**src/rtl/remote_cmd_tx.sv**
```systemverilog
// remote_cmd_tx: frames an 8-bit opcode and 16-bit payload into three UART
// bytes (cmd, data[15:8], data[7:0]), then waits for a one-byte response
// from the airframe command handler or gives up after TIMEOUT_CYC cycles.
//
// Ports
//   clk, rst_n   clock, asynchronous active-low reset
//   snd_cmd      request to send {cmd,data}; only honoured in IDLE
//   cmd, data    opcode and payload, shadowed on acceptance
//   tx_done      UART transmitter finished the current byte (pulse)
//   rx_rdy       UART receiver holds a byte (level until cleared)
//   rx_data      received byte
//   trmt         start UART transmit of tx_data (pulse)
//   tx_data      byte to transmit, held until the next trmt
//   clr_rx_rdy   knock down UART rx_rdy (pulse)
//   busy         high in every state except IDLE
//   cmd_sent     last frame byte finished transmitting (pulse)
//   resp_rdy     response byte captured into resp (pulse)
//   resp         last captured response byte
//   ack_ok       resp equals ACK_BYTE
//   timeout      no response within TIMEOUT_CYC cycles (pulse)
module remote_cmd_tx #(
    parameter int unsigned TIMEOUT_CYC = 2**20,
    parameter logic [7:0]  ACK_BYTE    = 8'hA5
) (
    input  logic        clk,
    input  logic        rst_n,
    input  logic        snd_cmd,
    input  logic [7:0]  cmd,
    input  logic [15:0] data,
    input  logic        tx_done,
    input  logic        rx_rdy,
    input  logic [7:0]  rx_data,
    output logic        trmt,
    output logic [7:0]  tx_data,
    output logic        clr_rx_rdy,
    output logic        busy,
    output logic        cmd_sent,
    output logic        resp_rdy,
    output logic [7:0]  resp,
    output logic        ack_ok,
    output logic        timeout
);

    localparam int unsigned TW = (TIMEOUT_CYC > 1) ? $clog2(TIMEOUT_CYC) : 1;
    localparam logic [TW-1:0] TMAX = TW'(TIMEOUT_CYC - 1);

    typedef enum logic [2:0] {
        S_IDLE,
        S_TX_CMD,
        S_TX_HI,
        S_TX_LO,
        S_WAIT_RESP
    } state_t;

    state_t        r_state;
    logic [7:0]    r_cmd;
    logic [15:0]   r_data;
    logic [TW-1:0] r_timer;
    logic          r_trmt;
    logic [7:0]    r_tx_data;
    logic          r_clr_rx_rdy;
    logic          r_busy;
    logic          r_cmd_sent;
    logic          r_resp_rdy;
    logic [7:0]    r_resp;
    logic          r_ack_ok;
    logic          r_timeout;

    // rx_rdy stays high for one edge after our clear pulse; don't treat
    // that lingering level as a new byte.
    logic w_rx_new;
    assign w_rx_new = rx_rdy && !r_clr_rx_rdy;

    // Frame/response sequencer with registered outputs.
    always_ff @(posedge clk or negedge rst_n) begin
        if (!rst_n) begin
            r_state      <= S_IDLE;
            r_cmd        <= 8'h00;
            r_data       <= 16'h0000;
            r_timer      <= '0;
            r_trmt       <= 1'b0;
            r_tx_data    <= 8'h00;
            r_clr_rx_rdy <= 1'b0;
            r_busy       <= 1'b0;
            r_cmd_sent   <= 1'b0;
            r_resp_rdy   <= 1'b0;
            r_resp       <= 8'h00;
            r_ack_ok     <= 1'b0;
            r_timeout    <= 1'b0;
        end else begin
            r_trmt       <= 1'b0;
            r_cmd_sent   <= 1'b0;
            r_resp_rdy   <= 1'b0;
            r_timeout    <= 1'b0;
            r_clr_rx_rdy <= 1'b0;

            // Stale byte outside WAIT_RESP: discard it without touching resp.
            if (w_rx_new && (r_state != S_WAIT_RESP)) begin
                r_clr_rx_rdy <= 1'b1;
            end

            case (r_state)
                S_IDLE: begin
                    if (snd_cmd) begin
                        r_cmd     <= cmd;
                        r_data    <= data;
                        r_tx_data <= cmd;
                        r_trmt    <= 1'b1;
                        r_busy    <= 1'b1;
                        r_state   <= S_TX_CMD;
                    end
                end
                S_TX_CMD: begin
                    if (tx_done) begin
                        r_tx_data <= r_data[15:8];
                        r_trmt    <= 1'b1;
                        r_state   <= S_TX_HI;
                    end
                end
                S_TX_HI: begin
                    if (tx_done) begin
                        r_tx_data <= r_data[7:0];
                        r_trmt    <= 1'b1;
                        r_state   <= S_TX_LO;
                    end
                end
                S_TX_LO: begin
                    if (tx_done) begin
                        r_cmd_sent <= 1'b1;
                        r_timer    <= '0;
                        r_state    <= S_WAIT_RESP;
                    end
                end
                S_WAIT_RESP: begin
                    // A response on the expiry cycle still counts.
                    if (w_rx_new) begin
                        r_resp       <= rx_data;
                        r_ack_ok     <= (rx_data == ACK_BYTE);
                        r_resp_rdy   <= 1'b1;
                        r_clr_rx_rdy <= 1'b1;
                        r_busy       <= 1'b0;
                        r_state      <= S_IDLE;
                    end else if (r_timer == TMAX) begin
                        r_timeout <= 1'b1;
                        r_busy    <= 1'b0;
                        r_state   <= S_IDLE;
                    end else begin
                        r_timer <= r_timer + 1'b1;
                    end
                end
                default: begin
                    r_busy  <= 1'b0;
                    r_state <= S_IDLE;
                end
            endcase
        end
    end

    assign trmt       = r_trmt;
    assign tx_data    = r_tx_data;
    assign clr_rx_rdy = r_clr_rx_rdy;
    assign busy       = r_busy;
    assign cmd_sent   = r_cmd_sent;
    assign resp_rdy   = r_resp_rdy;
    assign resp       = r_resp;
    assign ack_ok     = r_ack_ok;
    assign timeout    = r_timeout;

endmodule

```
**config.mk**
```make
export PLATFORM = sky130hd
export DESIGN_NAME = remote_cmd_tx
export DESIGN_NICKNAME = d
export VERILOG_FILES = /design/src/rtl/remote_cmd_tx.sv
export SDC_FILE = /design/constraint.sdc
export NUM_CORES = 1
export LEC_CHECK = 0
export ABC_AREA = 0
export BUFFER_PORTS_ARGS = -buffer_cell sky130_fd_sc_hd__buf_2
export CORE_MARGIN = 2
export CORE_UTILIZATION = 55
export CTS_BUF_LIST = sky130_fd_sc_hd__clkbuf_4 sky130_fd_sc_hd__clkbuf_8
export CTS_CLUSTER_SIZE = 20
export DETAILED_ROUTE_END_ITERATION = 8
export GPL_ROUTABILITY_DRIVEN = 0
export PLACE_DENSITY = 0.81
export SLEW_MARGIN = 20
export SYNTH_ARGS = -nofsm -noshare
export SYNTH_HDL_FRONTEND = slang
export SYNTH_SLANG_ARGS = --single-unit
```
**constraint.sdc**
```tcl
create_clock -name clk -period 2.42 [get_ports clk]
set_clock_uncertainty 0.15 [all_clocks]
set_input_delay 0.726 -clock clk [delete_from_list [all_inputs] [get_ports clk]]
set_output_delay 0.726 -clock clk [all_outputs]
set_load 0.02 [all_outputs]
```
==> reports/metrics.yaml <==
outcome: "finished clean"
finalSetupViolCount: 0
grt_max_degree: 63
ir_worst_vdd_mv: 0.654
p_total_mw: 3.95
internal_power_mw: 2.61
slew-limit-headroom_pct: 39.8
initial_core_util_pct: 58.1
drc_errors: 0
worstSkewPairLatency_ns: 0.34
cts.sinks: 62
worstMarginPinSlew_ns: 0.894
path_max_fanout: 7
final_cell_mix: "dfrtp_1 (62), buf_2 (59), mux2_2 (32)"
rsz0062_at_grt: "no"
drive_gt1_share_pct: 36.9
io_buffers: 59
netlist_area_um2: 3000
endpoint_kind: "register"
clock_power_share_pct: 24.6
fin_cells: 422
p_comb_share_pct: 35.9
die_h_um: 77.9
ys_warn_count: 0
timing.final.crit_share_pct: 91.6
yosysSeqAreaShare_pct: 51.7
fp.coreArea_um2: 5170
vias: 2417
crit_slowest_cell: "o21ai_0"
powerDensity_nw_per_um2: 1070
grt_pass1_vias: 2515
antenna_found_initial: 0
grt.overflow.total: 0
wirelength_um: 6800
cp_top_family: "simple AND/OR/NAND/NOR gates"
ys_seq_elements: 62
cts.htree.levels: 3
hpwl_um: 4730
antenna_left: 0
synth.distinct_cells: 41
max_stage_delay_ns: 0.47
die-area_um2: 6070
final_common_cell: "dfrtp_1"
min_period_ns: 2.22
arrival_ns: 2.33
placed_area_um2: 3470
p_leak_nw: 1.73
grt_usage_pct: 24.9
cts_tree: "done"
cts_buffer_depth: 2
fin_area_um2: 3690
hold_buffers: 0
p_sw_mw: 1.34
drtIter0Drc: 252
slew_viol_final: 0
avgRoutedWirePerCell_um: 16.1
syn_to_final_growth_pct: 23.0
max_freq_mhz: 451
cts_buffers: 9
cp-startpoint: "r_timer[0]"
diodes: 0
avgSynthCellArea_um2: 11.0
cts_setup_buffers: 0
io_pins: 60
cp.required_ns: 2.53
synthesis.nets: 310
hold_violations: 0
viasPerCell: 5.73
switching_share_pct: 34.0
min_path_type: "primary input to asynchronous set/reset pin"
cts_resized: 0
grt_pass1_wl_um: 11700
final_core_util_pct: 71.4
fin_nets: 385
die_w_um: 77.9
path_clk_slew_ns: 0.07
cp_cell_sequence: "ha_1, nand4_1, or3_1, o21ai_0, mux2i_1"
cts_root_buffer: "clkbuf_8"
setup_tns_ns: 0
postSynthCellCount: 272
path_class: "register to register"
firstDrtPassIters: 4
post-place-cells: 406
cp_num_buf_inv: 0
rows: 26
cp-start-kind: "register"
timing.rr.start: "r_timer[0]"
cap_viol_max_count: 0
power_frac_seq_pct: 39.5
[cells in the mapped netlist]
cell | n | share of area [%]
a2111o_1 | 1 | 0.37
nand4b_1 | 1 | 0.29
nor3b_1 | 1 | 0.25
o21ai_0 | 6 | 1.0
buf_6 | 1 | 0.37
nand3_1 | 8 | 1.3
a21o_1 | 1 | 0.25
a21oi_1 | 7 | 1.2
or2_2 | 2 | 0.42
a211oi_1 | 6 | 1.5
a31oi_1 | 4 | 0.83
o211ai_1 | 2 | 0.50
o21a_1 | 1 | 0.25
buf_4 | 1 | 0.25
nand2_1 | 30 | 3.8
or4_4 | 1 | 0.37
and3_1 | 1 | 0.21
o22ai_1 | 1 | 0.21
or4_1 | 3 | 0.75
o21bai_1 | 1 | 0.25
inv_1 | 10 | 1.3
clkbuf_1 | 11 | 1.4
or3b_4 | 1 | 0.37
a211o_1 | 1 | 0.29
mux2_2 | 32 | 12
a22oi_1 | 8 | 2.0
dfrtp_1 | 62 | 52
nor2_1 | 9 | 1.1
ha_1 | 1 | 0.42
a2111oi_2 | 1 | 0.50
or3_1 | 1 | 0.21
o2bb2ai_1 | 8 | 2.3
nor2b_1 | 2 | 0.42
nor4_1 | 7 | 1.5
nand4_1 | 4 | 0.83
mux2i_1 | 15 | 5.0
nor4bb_1 | 2 | 0.67
nor3_1 | 6 | 1.0
nand2b_1 | 9 | 1.9
and4_1 | 2 | 0.58
o2111ai_1 | 1 | 0.29
[stage by stage]
stage                     worst slack, ns  hold WS (ns)
final                               0.203         0.241
after global routing               0.0611         0.261
after CTS                           0.223         0.245
after detailed placement           0.0327         0.337
after global placement             0.0731         0.314
after floorplan                     0.132         0.280
[layout make-up]
| class | count | area (um^2) |
|---|---|---|
| Clock buffer | 12 | 165 |
| Clock inverter | 4 | 53.8 |
| Fill cell | 376 | 1480 |
| Inverter | 10 | 37.5 |
| Multi-Input combinational cell | 187 | 1350 |
| Sequential cell | 62 | 1550 |
| Tap cell | 70 | 87.6 |
| Timing Repair Buffer | 77 | 443 |
[cell families (layout without fill, tap and decap cells)]
family	count (synthesis)	in the layout	share of synthesized area, %
AO/OA/AOI/OAI	49	49	11.8
adder cells (fa/ha/maj)	1	1	0.417
buffers and inverters	23	103	3.25
flip-flops	62	62	51.7
multiplexers	47	47	17.0
AND/OR/NAND/NOR	90	90	15.9
[state kept, by name, summed over array words and instances (netlist names)]
register,count
busy,1
clr_rx_rdy,1
trmt,1
ack_ok,1
tx_data,8
cmd_sent,1
resp,8
r_state,3
r_data,16
resp_rdy,1
timeout,1
r_timer,20
[power by group through the flow]
stage               registers (mW)  clock network, mW  logic (mW)
floorplan                     1.70                  0       0.821
global placement              1.54                  0        1.36
detailed placement            1.57                  0        1.41
CTS                           1.56              0.989        1.43
global route                  1.60               1.03        1.56
finish                        1.56              0.970        1.42
[metal layers]
metal	GRT usage [%]	routed length [um]
met1	32.3	3010
met2	40.5	3350
met3	5.58	351
met4	10.7	97
met5	0	0
[worst paths after layout]
kind	end	depth (start not counted)	slack [ns]
max in group asynchronous	r_timer[5]	2	1.62
max reg2reg	r_timer[0]	5	0.20
max	r_timer[0]	5	0.20
min reg2reg	tx_data[0]	1	0.35
min in group clk	tx_data[0]	1	0.35
min	trmt	2	0.24
Power figures use the tool's default switching activity.
